File: src/rtl/rf_wport_arbiter.sv
// ---------------------------------------------------------------------------
// rf_wport_arbiter
//
// Owns the single GPR write port and shares it between the pipeline WB stage
// and the multi-cycle MDU. WB has priority. MDU results wait in a small FIFO
// and drain in write slots that WB leaves idle. A WB instruction that is held
// by a stall re-presents the same PC, so a repeated PC is not committed twice.
// If WB keeps the port busy for STARVE_LIMIT consecutive cycles while MDU
// results are waiting, one cycle is forced for the MDU by holding WB.
//
// Configuration macro: WB_TRACE_EN
//   defined   : debug_wb_* report every write issued on the port
//   undefined : debug_wb_* are tied to 0 and the trace registers are removed
//
// Parameters
//   FIFO_DEPTH    MDU result FIFO entries (power of 2, >= 2)
//   STARVE_LIMIT  blocked cycles with a waiting MDU result before a forced slot
//
// Ports
//   clk, reset          clock; synchronous active-low reset
//   wb_valid/pc/we/waddr/wdata   WB stage instruction and write request
//   wb_hold             WB stage must keep its contents this cycle
//   mdu_valid/ready     MDU result handshake
//   mdu_pc/waddr/wdata  MDU result fields
//   rf_we/waddr/wdata   register-file write port (registered, 1-cycle latency)
//   debug_wb_*          trace of the write issued on the port
//   debug_state         arbiter FSM state (0 = NORMAL, 1 = FORCE)
//
// Handshake: an MDU result is transferred on every rising clock edge where
// mdu_valid and mdu_ready are both high. mdu_ready depends only on FIFO
// occupancy (never on mdu_valid), and the MDU keeps mdu_valid and its fields
// stable until the transfer happens.
// ---------------------------------------------------------------------------
module rf_wport_arbiter #(
    parameter int FIFO_DEPTH   = 2,
    parameter int STARVE_LIMIT = 4
) (
    input  logic        clk,
    input  logic        reset,
    input  logic        wb_valid,
    input  logic [31:0] wb_pc,
    input  logic        wb_we,
    input  logic [4:0]  wb_waddr,
    input  logic [31:0] wb_wdata,
    output logic        wb_hold,
    input  logic        mdu_valid,
    output logic        mdu_ready,
    input  logic [31:0] mdu_pc,
    input  logic [4:0]  mdu_waddr,
    input  logic [31:0] mdu_wdata,
    output logic        rf_we,
    output logic [4:0]  rf_waddr,
    output logic [31:0] rf_wdata,
    output logic [31:0] debug_wb_pc,
    output logic [3:0]  debug_wb_rf_wen,
    output logic [4:0]  debug_wb_rf_wnum,
    output logic [31:0] debug_wb_rf_wdata,
    output logic        debug_state
);

    localparam int AW = $clog2(FIFO_DEPTH);
    localparam int CW = $clog2(STARVE_LIMIT + 1);

    typedef enum logic {
        ST_NORMAL = 1'b0,
        ST_FORCE  = 1'b1
    } state_t;

    // Registered state
    state_t          state_q;
    logic [CW-1:0]   starve_cnt_q;
    logic [31:0]     last_pc_q;
    logic            last_pc_vld_q;
    logic [AW:0]     wr_ptr_q;
    logic [AW:0]     rd_ptr_q;
    logic            rf_we_q;
    logic [4:0]      rf_waddr_q;
    logic [31:0]     rf_wdata_q;

    // FIFO storage (no reset needed: occupancy is tracked by the pointers)
    logic [4:0]      fifo_waddr_q [FIFO_DEPTH];
    logic [31:0]     fifo_wdata_q [FIFO_DEPTH];

    // Next-state / decision signals
    state_t          state_d;
    logic [CW-1:0]   starve_cnt_d;
    logic            fifo_empty;
    logic            fifo_full;
    logic            wb_commit;
    logic            wb_slot;
    logic            grant_wb;
    logic            grant_mdu;
    logic            starve_inc;
    logic            push;
    logic            pop;
    logic [AW-1:0]   wr_idx;
    logic [AW-1:0]   rd_idx;

    assign wr_idx     = wr_ptr_q[AW-1:0];
    assign rd_idx     = rd_ptr_q[AW-1:0];
    assign fifo_empty = (wr_ptr_q == rd_ptr_q);
    // Extra pointer bit distinguishes full from empty when the indices match.
    assign fifo_full  = (wr_ptr_q[AW] != rd_ptr_q[AW]) && (wr_idx == rd_idx);

    assign mdu_ready  = !fifo_full;
    assign wb_hold    = (state_q == ST_FORCE);

    always_comb begin
        wb_commit    = wb_valid && !wb_hold &&
                       (!last_pc_vld_q || (wb_pc != last_pc_q));
        wb_slot      = wb_commit && wb_we && (wb_waddr != 5'd0);
        grant_wb     = (state_q == ST_NORMAL) && wb_slot;
        // FIFO is never empty in FORCE: the head is not popped while blocked.
        grant_mdu    = !fifo_empty && ((state_q == ST_FORCE) || !wb_slot);
        starve_inc   = grant_wb && !fifo_empty;
        starve_cnt_d = starve_inc ? (starve_cnt_q + CW'(1)) : '0;
        state_d      = (starve_inc && (starve_cnt_q == CW'(STARVE_LIMIT - 1)))
                       ? ST_FORCE : ST_NORMAL;
        // Results for $0 are accepted but never stored.
        push         = mdu_valid && mdu_ready && (mdu_waddr != 5'd0);
        pop          = grant_mdu;
    end

    // Arbiter FSM, duplicate-PC tracker, FIFO pointers and write-port outputs.
    always_ff @(posedge clk) begin
        if (!reset) begin
            state_q       <= ST_NORMAL;
            starve_cnt_q  <= '0;
            last_pc_q     <= '0;
            last_pc_vld_q <= 1'b0;
            wr_ptr_q      <= '0;
            rd_ptr_q      <= '0;
            rf_we_q       <= 1'b0;
            rf_waddr_q    <= '0;
            rf_wdata_q    <= '0;
        end else begin
            state_q      <= state_d;
            starve_cnt_q <= starve_cnt_d;
            if (wb_commit) begin
                last_pc_q     <= wb_pc;
                last_pc_vld_q <= 1'b1;
            end
            if (push) begin
                wr_ptr_q <= wr_ptr_q + (AW + 1)'(1);
            end
            if (pop) begin
                rd_ptr_q <= rd_ptr_q + (AW + 1)'(1);
            end
            if (grant_wb) begin
                rf_we_q    <= 1'b1;
                rf_waddr_q <= wb_waddr;
                rf_wdata_q <= wb_wdata;
            end else if (grant_mdu) begin
                rf_we_q    <= 1'b1;
                rf_waddr_q <= fifo_waddr_q[rd_idx];
                rf_wdata_q <= fifo_wdata_q[rd_idx];
            end else begin
                rf_we_q    <= 1'b0;
            end
        end
    end

    always_ff @(posedge clk) begin
        if (push) begin
            fifo_waddr_q[wr_idx] <= mdu_waddr;
            fifo_wdata_q[wr_idx] <= mdu_wdata;
        end
    end

    assign rf_we       = rf_we_q;
    assign rf_waddr    = rf_waddr_q;
    assign rf_wdata    = rf_wdata_q;
    assign debug_state = state_q;

`ifdef WB_TRACE_EN
    logic [31:0] fifo_pc_q [FIFO_DEPTH];
    logic [31:0] dbg_pc_q;

    always_ff @(posedge clk) begin
        if (push) begin
            fifo_pc_q[wr_idx] <= mdu_pc;
        end
    end

    always_ff @(posedge clk) begin
        if (!reset) begin
            dbg_pc_q <= '0;
        end else if (grant_wb) begin
            dbg_pc_q <= wb_pc;
        end else if (grant_mdu) begin
            dbg_pc_q <= fifo_pc_q[rd_idx];
        end
    end

    assign debug_wb_pc       = dbg_pc_q;
    assign debug_wb_rf_wen   = {4{rf_we_q}};
    assign debug_wb_rf_wnum  = rf_waddr_q;
    assign debug_wb_rf_wdata = rf_wdata_q;
`else
    // The MDU PC only feeds the trace, which is absent in this build.
    logic unused_mdu_pc;
    assign unused_mdu_pc = ^mdu_pc;

    assign debug_wb_pc       = '0;
    assign debug_wb_rf_wen   = '0;
    assign debug_wb_rf_wnum  = '0;
    assign debug_wb_rf_wdata = '0;
`endif

endmodule

File: config.mk
export PLATFORM = sky130hd
export DESIGN_NAME = rf_wport_arbiter
export DESIGN_NICKNAME = d
export VERILOG_FILES = /design/src/rtl/rf_wport_arbiter.sv
export SDC_FILE = /design/constraint.sdc
export NUM_CORES = 1
export LEC_CHECK = 0
export ABC_AREA = 1
export BUFFER_PORTS_ARGS = -buffer_cell sky130_fd_sc_hd__buf_2
export CAP_MARGIN = 30
export CORE_ASPECT_RATIO = 1.25
export CORE_UTILIZATION = 51
export CTS_CLUSTER_SIZE = 20
export DETAILED_ROUTE_END_ITERATION = 7
export HOLD_SLACK_MARGIN = 0.1
export PLACE_DENSITY = 0.8
export SLEW_MARGIN = 20
export SYNTH_ARGS = -nofsm -noshare
export SYNTH_HDL_FRONTEND = slang
export SYNTH_SLANG_ARGS = --single-unit
File: constraint.sdc
create_clock -name clk -period 3.95 [get_ports clk]
set_clock_uncertainty 0.1 [all_clocks]
set_input_delay 0.395 -clock clk [delete_from_list [all_inputs] [get_ports clk]]
set_output_delay 0.395 -clock clk [all_outputs]
set_load 0.02 [all_outputs]
==> results of run 1 <==
-- area by class of cell --
type	instances	area, um^2
tap	178	223
clock inverter	10	88.8
sequential	154	3820
timing repair buffer	202	1280
fill	1142	5320
inverter	92	345
clock buffer	22	474
multi-input combinational	535	2800
-- power groups by stage --
| stage | logic (mW) | clock network (mW) | registers (mW) |
|---|---|---|---|
| after floorplan | 1.10 | 0 | 2.30 |
| final | 1.66 | 1.55 | 2.14 |
| after global placement | 1.52 | 0 | 2.20 |
| after CTS | 1.66 | 1.58 | 2.14 |
| after global routing | 1.85 | 1.64 | 2.17 |
| after detailed placement | 1.62 | 0 | 2.17 |
-- cells in the final DEF (no fill, tap or decap), types with 2 or more instances in the layout --
cell type / count
nand3_1: 34
mux2_2: 8
dfxtp_1: 79
inv_1: 86
inv_4: 2
nand3_4: 2
edfxtp_1: 74
clkinv_2: 2
inv_6: 2
buf_12: 3
dlygate4sd3_1: 40
clkinv_1: 3
xnor2_1: 10
clkbuf_16: 17
clkinvlp_4: 2
a21oi_2: 11
ha_1: 2
o21ai_0: 39
conb_1: 73
nor2_1: 73
buf_4: 8
clkbuf_8: 3
a21oi_1: 44
nand3_2: 20
nand2_1: 145
nor3_1: 2
nor2_2: 3
nand4_1: 31
clkbuf_1: 2
mux2i_1: 29
buf_2: 151
xor2_1: 4
inv_2: 4
-- flip-flops by register name (all words and copies together), names as in the netlist, 2 cells and up, named ones only --
signal        cells
starve_cnt_q      3
last_pc_q        32
rd_ptr_q          2
fifo_waddr_q     10
rf_wdata         32
wr_ptr_q          2
rf_waddr          5
fifo_wdata_q     64
-- critical path: stages, from the launching register on --
cell      delay (ns)
dfxtp_1         0.33
inv_1           0.06
nand2_1         0.05
nand2_1         0.06
nor2_1          0.11
nand3b_1        0.10
nor2_1          0.18
nand3_4         0.37
nand2_2         0.56
inv_1           0.34
o21ai_0         0.24
a21oi_1         0.05
-- cells by family after synthesis --
| group | share of synthesized area (%) |
|---|---|
| mux | 5.10 |
| other cells | 0.0503 |
| flops | 51.2 |
| compound gates | 7.03 |
| fa+ha+maj | 0.335 |
| simple gates | 19.6 |
| buf+inv | 15.0 |
| xor+xnor | 1.64 |
-- metal layers --
metal / vias up / track usage, %
met5: - / 0
met4: 0 / 10.2
met3: 27 / 5.49
met2: 210 / 39.5
met1: 2718 / 23.7
li1: 2910 / -
-- through the flow --
step | cell area, um^2 | hold WS (ns)
3_5_place_dp | 8070 | 0.319
4_1_cts | 9030 | 0.124
5_1_grt | 9030 | 0.153
3_3_place_gp | 8030 | 0.307
2_1_floorplan | 7730 | 0.299
6_report | 9030 | 0.144
-- worst min path at each step --
stage,startpoint,end,slack [ns],cells after the start
floorplan,starve_cnt_q[0],starve_cnt_q[0],0.30,1
detailed placement,starve_cnt_q[0],starve_cnt_q[0],0.32,1
finish,wb_pc[0],last_pc_q[0],0.14,3
global placement,starve_cnt_q[0],starve_cnt_q[0],0.31,1
CTS,wb_pc[0],last_pc_q[0],0.12,3
global route,wb_pc[0],last_pc_q[0],0.15,3
==> results.yml, run 1 <==
status:
  run_status: "finished, final reports clean"
cells_and_area:
  syn2layout_area_growth_pct: 21.0
  n_antenna_cell: 0
  drive_gt1_share_pct: 23.8
  final_cells: 1193
  fin_util_pct: 62.9
  final_net_count: 1147
power_and_ir_drop:
  p_int_mw: 3.49
  combinationalPowerShare_pct: 31.0
  netSwitchingPower_mw: 1.86
  seq_power_share_pct: 40.0
  post_layout_total_power_mw: 5.35
  power.static_leakage_nw: 4.12
  power_switching_share_pct: 34.8
  peakVddDrop_mv: 0.389
  power_per_cell_area_nw_per_um2: 593
  power.share.clock_pct: 29.0
cts:
  numCtsBuffers: 17
  clock_tree.root_cell: "clkbuf_16"
  htree_num_levels: 4
  cts-resized-gates: 0
  post_cts.repair.setup_buffers: 0
  tritoncts: "yes"
  tritoncts_sinks: 154
  cts_hold_repair.buffers: 40
  clock_tree.buffer_depth: 2
  worst_setup_hold_path_clk_slew_ns: 0.06
  clock_latency_ns: 0.43
placed_design:
  gp_routability_congestion: 0.776
  place_hpwl_mm: 10.5
  numPlacedInstances: 1121
  portBuffers: 151
  dp_slack_ns: 1.04
timing:
  final_cycle_utilization_of_the_critical_path_pct: 68.6
  timing_worst_slew_pin_value_ns: 0.726
  setup_total_negative_slack_ns: 0
  clock.fmax_ghz: 0.369
  finalHoldViolCount: 0
  timing.final.setup_violations: 0
  maxSlewHeadroom_pct: 51.3
  setup_slack_ns: 1.24
  grt_setup_unrepaired: "no"
  drv_slew: 0
  period_needed_ns: 2.71
worst_setup_path:
  critical_path.reg2reg.startpoint: "last_pc_q[9]"
  crit-reg2reg-capture: "last_pc_q[0]"
  end_kind: "register"
  timing.critical_path.from_type: "register"
  crit_arrival_ns: 2.91
  cp.required_ns: 4.15
  cp-startpoint: "last_pc_q[9]"
  r2r_setup_slack_ns: 1.24
  r2r.worst_path.cells: 11
  worstSetupPathType: "reg -> reg"
  worst-path-max-fanout: 31
  setup.worst_path.end: "last_pc_q[0]"
synthesis:
  syn_inst: 825
  synth-edff-count: 74
  post-synth-top-area-fraction_pct: 29.8
  postSynthAreaPerCell_um2: 9.04
  netlist.top_cell.by_area: "edfxtp_1"
  synth_common_cells: "145 x nand2_1, 88 x inv_1, 80 x dfxtp_1, 75 x buf_4, 75 x nor2_1"
  synthFlopType: "dfxtp_1"
  async_flop_share_pct: 0
  ys_ff_latch: 154
  synth_sequential_area_ratio_pct: 51.2
  synth-warning-count: 0
  synth_area_um2: 7460
  yosys.cell_count.top_type: "nand2_1"
  netlist-cell-type-count: 33
  largest_cells_by_area_after_synthesis: "edfxtp_1 30%, dfxtp_1 21%, buf_4 7.5%"
floorplanning:
  design.core.area_um2: 14300
  die-area_um2: 15100
  floorplan.die.height_um: 137
  die_x_um: 110
  ioPinCount: 257
  initial_core_util_pct: 52.0
  row_count: 49
global_route:
  track_usage_pct: 21.9
  global_route_wire_length_before_repair_mm: 24.9
  grt-ovfl-total: 0
  vias_in_the_first_global_route: 5354
  antenna_found_initial: 0
  maximum_number_of_pins_on_one_net_before_global_route_repair: 44
routing:
  drt-vias-per-instance: 4.92
  m1WireLength_mm: 6.17
  met2RoutedLength_mm: 8.47
  antenna_left: 0
  drt_pre_antenna_iters: 5
  met3_wirelength_mm: 1.01
  route.detailed.wl_per_inst_um: 13.4
  total_number_of_vias: 5865
  routed_wl_mm: 16.0
  route.detailed.drc: 0
  top_layer_used: "met4"
  drtIter0Drc: 360
job:
  drv.max_cap_violation_count: 0
hold_path:
  holdCritPathClass: "in -> reg"
(Power assumes the default switching activity.)
==> run 2, diff against run 1 <==
clock period = 2.75 ns   (was 3.95 ns; I/O delays follow)
==> results.yml, run 2 (synthesized netlist as in run 1, its figures left out) <==
global_route:
  global_route_wire_length_before_repair_mm: 26.8
  vias_in_the_first_global_route: 5835
  maximum_number_of_pins_on_one_net_before_global_route_repair: 43
  antenna_found_initial: 1
  grt-ovfl-total: 0
  track_usage_pct: 23.6
timing:
  clock.fmax_ghz: 0.432
  final_cycle_utilization_of_the_critical_path_pct: 84.3
  period_needed_ns: 2.32
  maxSlewHeadroom_pct: 66.2
  finalHoldViolCount: 0
  grt_setup_unrepaired: "no"
  timing_worst_slew_pin_value_ns: 0.507
  timing.final.setup_violations: 0
  setup_total_negative_slack_ns: 0
  drv_slew: 0
routing:
  antenna_left: 0
  total_number_of_vias: 6095
  drt-vias-per-instance: 4.89
  drt_pre_antenna_iters: 6
  routed_wl_mm: 17.2
  drtIter0Drc: 424
  route.detailed.drc: 0
  route.detailed.wl_per_inst_um: 13.8
floorplanning:
  die_x_um: 110
  design.core.area_um2: 14300
  initial_core_util_pct: 52.0
  floorplan.die.height_um: 137
  die-area_um2: 15100
  row_count: 49
  ioPinCount: 257
cells_and_area:
  drive_gt1_share_pct: 22.9
  largest_register: "fifo_wdata_q"
  most_frequent_cells_in_the_layout: "151 x buf_2, 145 x nand2_1, 90 x dlygate4sd3_1, 86 x inv_1, 79 x dfxtp_1"
  largest_reg_flops: 64
  filler_cell_count: 1059
  final_net_count: 1199
  final_common_cell: "buf_2"
  syn2layout_area_growth_pct: 28.4
worst_setup_path:
  crit_path_frequent_cell: "nand2_1"
  timing.critical_path.buf_inv: 4
  worstPathCellList: "dlygate4sd3_1 > buf_2 > nand2_1 > nand2_1 > inv_1 > nand2_1 > nor2_1 > nand2_1 > nor2_2 > nand3_4 > nand2_2 > inv_1 > o21ai_0 > a21oi_1"
  crit_arrival_ns: 2.51
  critPathSlowestCell: "dlygate4sd3_1"
  critPathMaxStageDelay_ns: 0.57
  timing.critical_path.from_type: "input pin"
  r2r_setup_slack_ns: 0.56
  worst-path-max-fanout: 16
  end_kind: "register"
  worstSetupPathType: "in -> reg"
  timing.critical_path.max_delay_family: "buffers and inverters"
  cp.required_ns: 2.94
cts:
  tritoncts_sinks: 154
  worst_setup_hold_path_clk_slew_ns: 0.06
  cts-resized-gates: 0
  tritoncts: "yes"
  clock_tree.buffer_depth: 2
  numCtsBuffers: 17
  clock_tree.root_cell: "clkbuf_16"
  htree_num_levels: 4
  clock_latency_ns: 0.43
power_and_ir_drop:
  peakVddDrop_mv: 0.597
  power_per_cell_area_nw_per_um2: 817
  power.static_leakage_nw: 4.36
  post_layout_total_power_mw: 7.83
job:
  drv.max_cap_violation_count: 0
placed_design:
  portBuffers: 151
  gp_routability_congestion: 0.818
  place_hpwl_mm: 10.5
status:
  run_status: "finished, final reports clean"
hold_path:
  holdCritPathClass: "in -> reg"
-- run 2: worst min-delay path, cell delays in order --
cell and delay (ns):
buf_2 0.10, nand4_1 0.07, nand2_1 0.05, inv_1 0.04, a21oi_1 0.05
-- run 2: worst paths after layout --
check	startpoint	cells past startpoint	endpoint
worst max-delay path	wb_pc[19]	14	last_pc_q[0]
worst min-delay path	wb_wdata[19]	5	rf_wdata[19]
worst max register to register	last_pc_q[9]	11	last_pc_q[0]
worst min register to register	starve_cnt_q[0]	1	starve_cnt_q[0]
-- run 2: metrics by stage --
| step | std cells | instance area (um^2) | worst slack (ns) | hold WS (ns) | util (%) |
|---|---|---|---|---|---|
| floorplan | 897 | 7730 | 0.396 | 0.274 | - |
| global placement | 1123 | 8110 | 0.625 | 0.307 | 56.5 |
| detailed placement | 1123 | 8110 | 0.602 | 0.329 | 56.5 |
| CTS | 1245 | 9580 | 0.483 | 0.102 | 66.8 |
| global route | 1245 | 9580 | 0.169 | 0.109 | 66.8 |
| finish | 1246 | 9580 | 0.433 | 0.117 | 66.8 |
-- run 2: what timing repair did --
| action | 4_1_cts | 5_1_grt |
|---|---|---|
| hold buffers | 90 | 0 |
| buffers inserted | 0 | 0 |
| endpoints found under the hold margin | 127 | 0 |
| endpoints found under the setup margin | 0 | 0 |
-- run 2: final cells by class --
type                       count  area [um^2]  share of cell area, %
tap                          178          223                   2.32
inverter                      92          345                   3.60
clock buffer                  18          429                   4.48
timing repair buffer         254         1820                   19.0
sequential                   154         3820                   39.9
antenna                        1         2.50                 0.0261
clock inverter                14          144                   1.50
multi-input combinational    535         2800                   29.2
-- run 2: where the power goes --
group	internal (mW)	switching, mW	leakage (nW)
Sequential	2.85	0.187	1.35
Clock	1.34	0.945	0.284
Combinational	0.919	1.59	2.72
-- run 2: layer usage --
layer | share of wire, % | global-route usage (%) | routed length [um]
met3 | 6.4 | 7.33 | 1100
met4 | 2.9 | 10.2 | 500
met2 | 52 | 42.2 | 8970
met5 | 0 | 0 | 0
met1 | 38 | 25.3 | 6590
